## src/rtl/bht_update_ctrl.sv

```systemverilog
// Branch history table update controller: sweeps the table to weakly-taken, then drains
// resolved branches from a small FIFO into read-modify-write 2-bit saturating counter updates.
module bht_update_ctrl #(
    parameter int BHT_WIDTH   = 8,
    parameter int QUEUE_DEPTH = 4
) (
    input  logic                 clk_in,
    input  logic                 rst_in,
    input  logic                 rdy_in,
    input  logic                 rob_to_ctrl_ready,
    input  logic [31:0]          rob_to_ctrl_pc,
    input  logic                 rob_to_ctrl_actual_br,
    output logic                 ctrl_to_rob_full,
    input  logic                 clr_req,
    output logic                 ctrl_busy,
    output logic                 ctrl_to_bht_we,
    output logic [BHT_WIDTH-1:0] ctrl_to_bht_idx,
    output logic [1:0]           ctrl_to_bht_wdata,
    input  logic [1:0]           bht_to_ctrl_rdata,
    output logic [7:0]           drop_cnt
);

    localparam int PW = $clog2(QUEUE_DEPTH);
    localparam int CW = PW + 1;

    typedef enum logic {
        INIT = 1'b0,
        RUN  = 1'b1
    } state_t;

    state_t               state_q, state_d;
    logic [BHT_WIDTH-1:0] sweep_q, sweep_d;
    logic [PW-1:0]        head_q, head_d;
    logic [PW-1:0]        tail_q, tail_d;
    logic [CW-1:0]        count_q, count_d;
    logic [7:0]           drop_q, drop_d;

    logic [BHT_WIDTH-1:0] ent_idx_q [QUEUE_DEPTH];
    logic                 ent_br_q  [QUEUE_DEPTH];

    logic                 full;
    logic                 push_ok;
    logic                 drop_evt;
    logic                 pop;
    logic [BHT_WIDTH-1:0] head_idx;
    logic                 head_br;
    logic [1:0]           sat_val;
    logic                 unused_pc_bits;

    assign unused_pc_bits = ^{rob_to_ctrl_pc[31:BHT_WIDTH+2], rob_to_ctrl_pc[1:0]};

    // Full is taken from the registered count, so a same-cycle pop never frees a slot for a push.
    assign full     = (count_q == CW'(QUEUE_DEPTH));
    assign push_ok  = rdy_in & rob_to_ctrl_ready & ~clr_req & ~full;
    assign drop_evt = rdy_in & rob_to_ctrl_ready & ~clr_req & full;
    assign pop      = rdy_in & (state_q == RUN) & (count_q != '0);

    assign head_idx = ent_idx_q[head_q];
    assign head_br  = ent_br_q[head_q];

    always_comb begin
        sat_val = bht_to_ctrl_rdata;
        if (head_br) begin
            if (bht_to_ctrl_rdata != 2'b11) sat_val = bht_to_ctrl_rdata + 2'd1;
        end else begin
            if (bht_to_ctrl_rdata != 2'b00) sat_val = bht_to_ctrl_rdata - 2'd1;
        end
    end

    // Write enable is gated by reset so the table is never written while reset is held.
    always_comb begin
        ctrl_to_bht_we    = 1'b0;
        ctrl_to_bht_idx   = sweep_q;
        ctrl_to_bht_wdata = 2'b10;
        if (state_q == INIT) begin
            ctrl_to_bht_we = rst_in & rdy_in;
        end else if (count_q != '0) begin
            ctrl_to_bht_we    = rst_in & rdy_in;
            ctrl_to_bht_idx   = head_idx;
            ctrl_to_bht_wdata = sat_val;
        end else begin
            ctrl_to_bht_idx   = '0;
        end
    end

    always_comb begin
        state_d = state_q;
        sweep_d = sweep_q;
        head_d  = head_q;
        tail_d  = tail_q;
        count_d = count_q;
        drop_d  = drop_q;
        if (rdy_in) begin
            if (clr_req) begin
                state_d = INIT;
                sweep_d = '0;
                head_d  = '0;
                tail_d  = '0;
                count_d = '0;
            end else begin
                if (state_q == INIT) begin
                    sweep_d = sweep_q + 1'b1;
                    if (sweep_q == '1) state_d = RUN;
                end
                if (push_ok) tail_d = tail_q + 1'b1;
                if (pop)     head_d = head_q + 1'b1;
                count_d = count_q + CW'(push_ok) - CW'(pop);
                if (drop_evt && (drop_q != 8'hFF)) drop_d = drop_q + 8'd1;
            end
        end
    end

    always_ff @(posedge clk_in or negedge rst_in) begin
        if (!rst_in) begin
            state_q <= INIT;
            sweep_q <= '0;
            head_q  <= '0;
            tail_q  <= '0;
            count_q <= '0;
            drop_q  <= '0;
        end else begin
            state_q <= state_d;
            sweep_q <= sweep_d;
            head_q  <= head_d;
            tail_q  <= tail_d;
            count_q <= count_d;
            drop_q  <= drop_d;
        end
    end

    // Entry storage needs no reset: count_q alone decides which slots are live.
    always_ff @(posedge clk_in) begin
        if (push_ok) begin
            ent_idx_q[tail_q] <= rob_to_ctrl_pc[BHT_WIDTH+1:2];
            ent_br_q[tail_q]  <= rob_to_ctrl_actual_br;
        end
    end

    assign ctrl_to_rob_full = full;
    assign ctrl_busy        = (state_q == INIT);
    assign drop_cnt         = drop_q;

endmodule

```

## config.mk

```make
export PLATFORM = sky130hd
export DESIGN_NAME = bht_update_ctrl
export DESIGN_NICKNAME = d
export VERILOG_FILES = /design/src/rtl/bht_update_ctrl.sv
export SDC_FILE = /design/constraint.sdc
export NUM_CORES = 1
export LEC_CHECK = 0
export BUFFER_PORTS_ARGS = -buffer_cell sky130_fd_sc_hd__buf_4
export CAP_MARGIN = 5
export CORE_ASPECT_RATIO = 0.8
export CORE_MARGIN = 3
export CORE_UTILIZATION = 28
export CTS_CLUSTER_DIAMETER = 30
export CTS_CLUSTER_SIZE = 24
export DETAILED_ROUTE_END_ITERATION = 8
export PLACE_DENSITY = 0.43
export RECOVER_POWER = 50
export SLEW_MARGIN = 20
export SYNTH_ARGS = -nofsm -noshare
export SYNTH_HDL_FRONTEND = slang
export SYNTH_SLANG_ARGS = --single-unit
```

## constraint.sdc

```tcl
create_clock -name clk_in -period 3.3 [get_ports clk_in]
set_clock_uncertainty 0.05 [all_clocks]
set_input_delay 0.825 -clock clk_in [delete_from_list [all_inputs] [get_ports clk_in]]
set_output_delay 0.825 -clock clk_in [all_outputs]
set_load 0.005 [all_outputs]
```

==> results of run 1 <==
==> metrics by stage <==
stage | hold WS, ns | area [um2] | utilization [%]
5_1_grt | 0.529 | 3540 | 37.9
2_1_floorplan | 0.451 | 2780 | -
4_1_cts | 0.471 | 3590 | 38.4
6_report | 0.499 | 3540 | 37.9
3_3_place_gp | 0.488 | 3230 | 34.5
3_5_place_dp | 0.494 | 3230 | 34.5
==> path summary, 6_finish.rpt <==
| check | start | to | slack (ns) |
|---|---|---|---|
| max | rdy_in | ctrl_to_bht_we | 0.37 |
| min | count_q[2] | count_q[2] | 0.50 |
| max reg2reg | count_q[2] | count_q[2] | 0.84 |
| min reg2reg | count_q[2] | count_q[2] | 0.50 |
| max in group asynchronous | rst_in | drop_cnt[7] | 1.42 |
| min in group asynchronous | rst_in | sweep_q[4] | 0.94 |
==> synth_stat cells (3+ instances only) <==
cell / count
edfxtp_1: 36
dfrtp_1: 24
inv_1: 17
nand2_1: 16
o21ai_0: 15
nor2_1: 11
nand3_1: 10
mux4_2: 9
ha_1: 8
a21oi_1: 6
and2_1: 6
clkbuf_1: 5
xnor2_1: 5
mux2_2: 4
o22ai_1: 4
and3_1: 3
buf_2: 3
nor3_1: 3
o31ai_1: 3
xor2_1: 3
==> critical path, stage by stage <==
cell and delay (ns):
clkbuf_1 0.11, clkbuf_1 0.60, nand2_1 0.17, a21oi_1 0.20, buf_4 0.14
==> cells by family after synthesis <==
kind of cell	after synthesis
buffers and inverters	25
AND/OR/NAND/NOR	65
flip-flops	60
XOR/XNOR	8
multiplexers	14
adder cells (fa/ha/maj)	9
AO/OA/AOI/OAI	34
==> final cells by class <==
cell class	instances	area share, %
clock buffer	9	6.36
clock inverter	7	3.88
inverter	17	1.80
multi-input combinational	130	28.3
sequential	60	47.5
tap	132	4.66
timing repair buffer	42	7.52
==> state kept, by name, indices dropped and copies added (netlist names) <==
signal	cells
ent_br_q	4
drop_cnt	8
state_q	1
head_q	2
ent_idx_q	32
count_q	3
tail_q	2
sweep_q	8
==> power breakdown <==
group	switching [mW]	leakage (nW)	total [mW]	internal [mW]
Combinational	0.0716	0.524	0.130	0.0580
Clock	0.330	0.177	1.14	0.812
Sequential	0.0255	0.650	0.854	0.829
Total	0.427	1.35	2.13	1.70
==> routing by layer <==
layer	GRT usage (%)	part of all wire [%]
met1	17.2	51
met4	3.12	0.98
met2	17.8	44
met3	4.15	4.4
met5	0	0
==> results.toml, run 1 <==
[clock_tree]
root_buffer = "clkbuf_16"
htreeDepth = 3
clkTransAtPathRegs_ns = 0.06
clock_latency_ns = 0.32
postCtsSetupBuffers = 0
post_cts_resized = 0
cts_tree = "yes"
clock_path_buffers = 2
cts_buffers = 9
cts.sink_count = 60
cts_hold_buf = 0

[global_routing]
grtUsageTotal_pct = 12.1
antenna_found_initial = 0
grt_max_degree = 25
grt_first_pass_wirelength_um = 10200
grt-ovfl-total = 0
grt_pass1_vias = 1844

[synthesis]
synth_area_leaders = "edfxtp_1, dfrtp_1, mux4_2, ha_1, o21ai_0"
synth_fa_ha_area_share_pct = 4.32
synth_xor_area_share_pct = 2.52
synth_area_leader_cell = "edfxtp_1"
syn-instance-count = 215
yosys.area_share.simple_pct = 12.8
synthMuxAreaShare_pct = 9.26
synthArstFlopShare_pct = 40.0
synth_compound_area_share_pct = 7.19
synth_top_area_share_pct = 38.8
synth_seq_cells = 60
synth_top_flop_cell = "edfxtp_1"
ys_warn_count = 0
synth_top_family_by_area = "simple AND/OR/NAND/NOR gates"
synth-edff-count = 36
ys_seq_area_share_pct = 60.4
netlist_area_um2 = 2780
syn_nets = 264
synth_area_per_cell_um2 = 12.9
ys_types = 38

[sta]
grt_setup_unrepaired = "false"
finalWorstSetupSlack_ns = 0.370
setup_viol = 0
finalCritPeriodShare_pct = 88.8
hold_violations = 0
worst_slew_pin_slew_ns = 1.42
finalSetupTns_ns = 0
relSlewSlack_pct = 5.00
fmax_mhz = 341
min_period_ns = 2.93
slew_viol_final = 0

[die]
die_area_um2 = 11200
fp-row-count = 31
initial_utilization_pct = 29.8
boundaryPins = 61
die_h_um = 95.2
die_w_um = 117
fp.coreArea_um2 = 9350

[critical_path]
crit_arrival_ns = 2.05
crit_fanout = 18
path_class = "input port to output port"
worstSetupEndpointType = "output port"
setup.worst_path.start_class = "input port"
cp.required_ns = 2.42
reg2reg_depth = 12

[finish]
fillers = 918
layoutNonFillerInstCount = 397
seqCellArea_um2 = 1680
multi_input_area_um2 = 1000
final_cell_mix = "edfxtp_1, buf_4, dfrtp_1"
drive_gt1_share_pct = 23.0
layout_commonest_cell = "edfxtp_1"
area_growth_pct = 27.3
fin_nets = 309
antenna_cells = 0

[power]
p_per_area_nw_per_um2 = 600
p_total_mw = 2.13
vdd_drop_max_v = 0.000272
leakage_nw = 1.35

[route]
drcViolationCount = 0
ant_nets = 0
routed_wl_um = 6330
wl_per_cell_um = 15.9
vias = 1839
via_per_inst = 4.63
firstDrtPassIters = 5
drt_iter0_markers = 97

[placed_design]
io_buffers = 36
place_ws_ns = 0.270
gp_congestion = 0.752
hpwl_um = 4440
dp_cells = 381

[flow_run]
drv_cap = 0

[min_path]
holdPathStages = 1
hold_path_class = "register to register"

[status]
status = "complete, no violations"
No activity file was read; power rests on OpenSTA's default activity.
==> run 2, diff against run 1 <==
--- a/config.mk
+++ b/config.mk
@@ -8,4 +8,6 @@
 export BUFFER_PORTS_ARGS = -buffer_cell sky130_fd_sc_hd__buf_4
 export CAP_MARGIN = 5
+export CELL_PAD_IN_SITES_DETAIL_PLACEMENT = 0
+export CELL_PAD_IN_SITES_GLOBAL_PLACEMENT = 1
 export CORE_ASPECT_RATIO = 0.8
 export CORE_MARGIN = 3
@@ -14,5 +16,5 @@
 export CTS_CLUSTER_SIZE = 24
 export DETAILED_ROUTE_END_ITERATION = 8
-export PLACE_DENSITY = 0.43
+export PLACE_DENSITY = 0.51
 export RECOVER_POWER = 50
 export SLEW_MARGIN = 20
--- a/constraint.sdc
+++ b/constraint.sdc
@@ -3,3 +3,3 @@
 set_input_delay 0.825 -clock clk_in [delete_from_list [all_inputs] [get_ports clk_in]]
 set_output_delay 0.825 -clock clk_in [all_outputs]
-set_load 0.005 [all_outputs]
+set_load 0.02 [all_outputs]
==> run 2 against run 1 <==
Combinational power rose by 14%. Setup slack better by 0.16 ns. Hold slack is essentially flat. Utilization is 0.36 points lower. Cell count grew 0.25%. Register-to-register slack hardly changed. Largest power group unchanged.
==> results.toml, run 2 (synthesis gave the netlist of run 1 again) <==
[die]
die_area_um2 = 11200
boundaryPins = 61
die_h_um = 95.2
initial_utilization_pct = 29.8
fp-row-count = 31
die_w_um = 117
fp.coreArea_um2 = 9350

[finish]
fin_nets = 310
area_growth_pct = 26.1
largest_register_ffs = 32
layout_commonest_cell = "edfxtp_1"
drive_gt1_share_pct = 23.3
final_cell_mix = "edfxtp_1, buf_4, dfrtp_1"
top_register = "ent_idx_q"
antenna_cells = 0

[clock_tree]
root_buffer = "clkbuf_16"
cts_buffers = 9
postCtsSetupBuffers = 0
clkTransAtPathRegs_ns = 0.06
clock_path_buffers = 2
post_cts_resized = 0
cts.sink_count = 60
cts_hold_buf = 0
cts_tree = "yes"
htreeDepth = 3
clock_latency_ns = 0.32

[power]
comb_power_share_pct = 7.4
p_per_area_nw_per_um2 = 566
p_total_mw = 1.99
power_switching_share_pct = 21.9
internal_power_mw = 1.55
leakage_nw = 1.33
vdd_drop_max_v = 0.000210
power_frac_seq_pct = 43.0
p_switching_mw = 0.436
clkPwrFrac_pct = 49.5

[sta]
grt_setup_unrepaired = "false"
finalWorstSetupSlack_ns = 0.531
finalCritPeriodShare_pct = 83.9
relSlewSlack_pct = 7.24
finalSetupTns_ns = 0
setup_viol = 0
hold_violations = 0
slew_viol_final = 0
fmax_mhz = 361
min_period_ns = 2.77
worst_slew_pin_slew_ns = 1.39

[critical_path]
regToRegStartpoint = "count_q[1]"
reg2reg_slack_ns = 0.85
crit_path_top_delay_cell = "clkbuf_1"
reg2reg_depth = 11
crit_fanout = 17
path_common_cell = "buf_4"
cp.required_ns = 2.42
worstSetupEndpointType = "output port"
cp_cell_sequence = "buf_4, clkbuf_1, nand2_1, a21oi_1, buf_4"
startpoint = "rdy_in"
cpPeakStageDelay_ns = 0.49
setup.worst_path.start_class = "input port"
path_class = "input port to output port"
endpoint = "ctrl_to_bht_we"
timing.rr.end = "count_q[2]"
crit_arrival_ns = 1.89

[route]
ant_nets = 0
vias = 1802
via_per_inst = 4.53
wl_per_cell_um = 15.6
drcViolationCount = 0
drt_iter0_markers = 89
routed_wl_um = 6210
firstDrtPassIters = 4

[global_routing]
grt_max_degree = 25
grtUsageTotal_pct = 12.0
grt_first_pass_wirelength_um = 10200
antenna_found_initial = 0
grt_pass1_vias = 1877
grt-ovfl-total = 0

[placed_design]
io_buffers = 36
hpwl_um = 4400
place_ws_ns = 0.338
gp_congestion = 0.749

[flow_run]
drv_cap = 0

[min_path]
hold_path_class = "register to register"
min-delay-start = "count_q[2]"

[status]
status = "complete, no violations"
## run 2: cell types whose count changed in the layout (fill, tap and decap cells not counted)
cell / delta
buf_4: +2
clkinv_2: -1
clkinv_4: +2
clkinvlp_4: +1
bufinv_16: -2
inv_6: -1
## run 2: area by class of cell
| type | count | area [um2] |
|---|---|---|
| clock buffer | 10 | 229 |
| clock inverter | 6 | 88.8 |
| fill | 934 | 5840 |
| inverter | 17 | 63.8 |
| multi-input combinational | 130 | 1000 |
| sequential | 60 | 1680 |
| tap | 132 | 165 |
| timing repair buffer | 43 | 278 |
## run 2: worst min path at each step
| stage | to | depth (start not counted) |
|---|---|---|
| after floorplan | count_q[2] | 1 |
| after global placement | sweep_q[6] | 2 |
| after detailed placement | count_q[2] | 1 |
| after CTS | sweep_q[5] | 2 |
| after global routing | sweep_q[6] | 2 |
| final | count_q[2] | 1 |
## run 2: power by group through the flow
| stage | registers (mW) | logic (mW) | clock network, mW |
|---|---|---|---|
| 2_1_floorplan | 0.870 | 0.0789 | 0 |
| 6_report | 0.855 | 0.148 | 0.983 |
| 5_1_grt | 0.859 | 0.170 | 1.04 |
| 3_5_place_dp | 0.869 | 0.157 | 0 |
| 4_1_cts | 0.855 | 0.157 | 1.00 |
| 3_3_place_gp | 0.869 | 0.157 | 0 |
## run 2: routing by layer
layer	track usage, %	up-vias	share of wire (%)
met2	17.8	28	43
li1	-	881	-
met4	3.80	0	1.1
met3	4.27	7	3.8
met5	0	-	0
met1	16.6	886	52
## run 2: critical path: cells and delay by family
family          cells  cell delay (ns)
compound gates      1             0.18
buf+inv             3             0.76
simple gates        1             0.13
## run 2: through the flow
step	area (um2)	util, %	hold slack, ns	instances
after floorplan	2780	-	0.451	215
after global placement	3240	34.6	0.485	382
after detailed placement	3240	34.6	0.489	382
after CTS	3550	38.0	0.475	398
after global routing	3510	37.5	0.534	398
final	3510	37.5	0.499	398
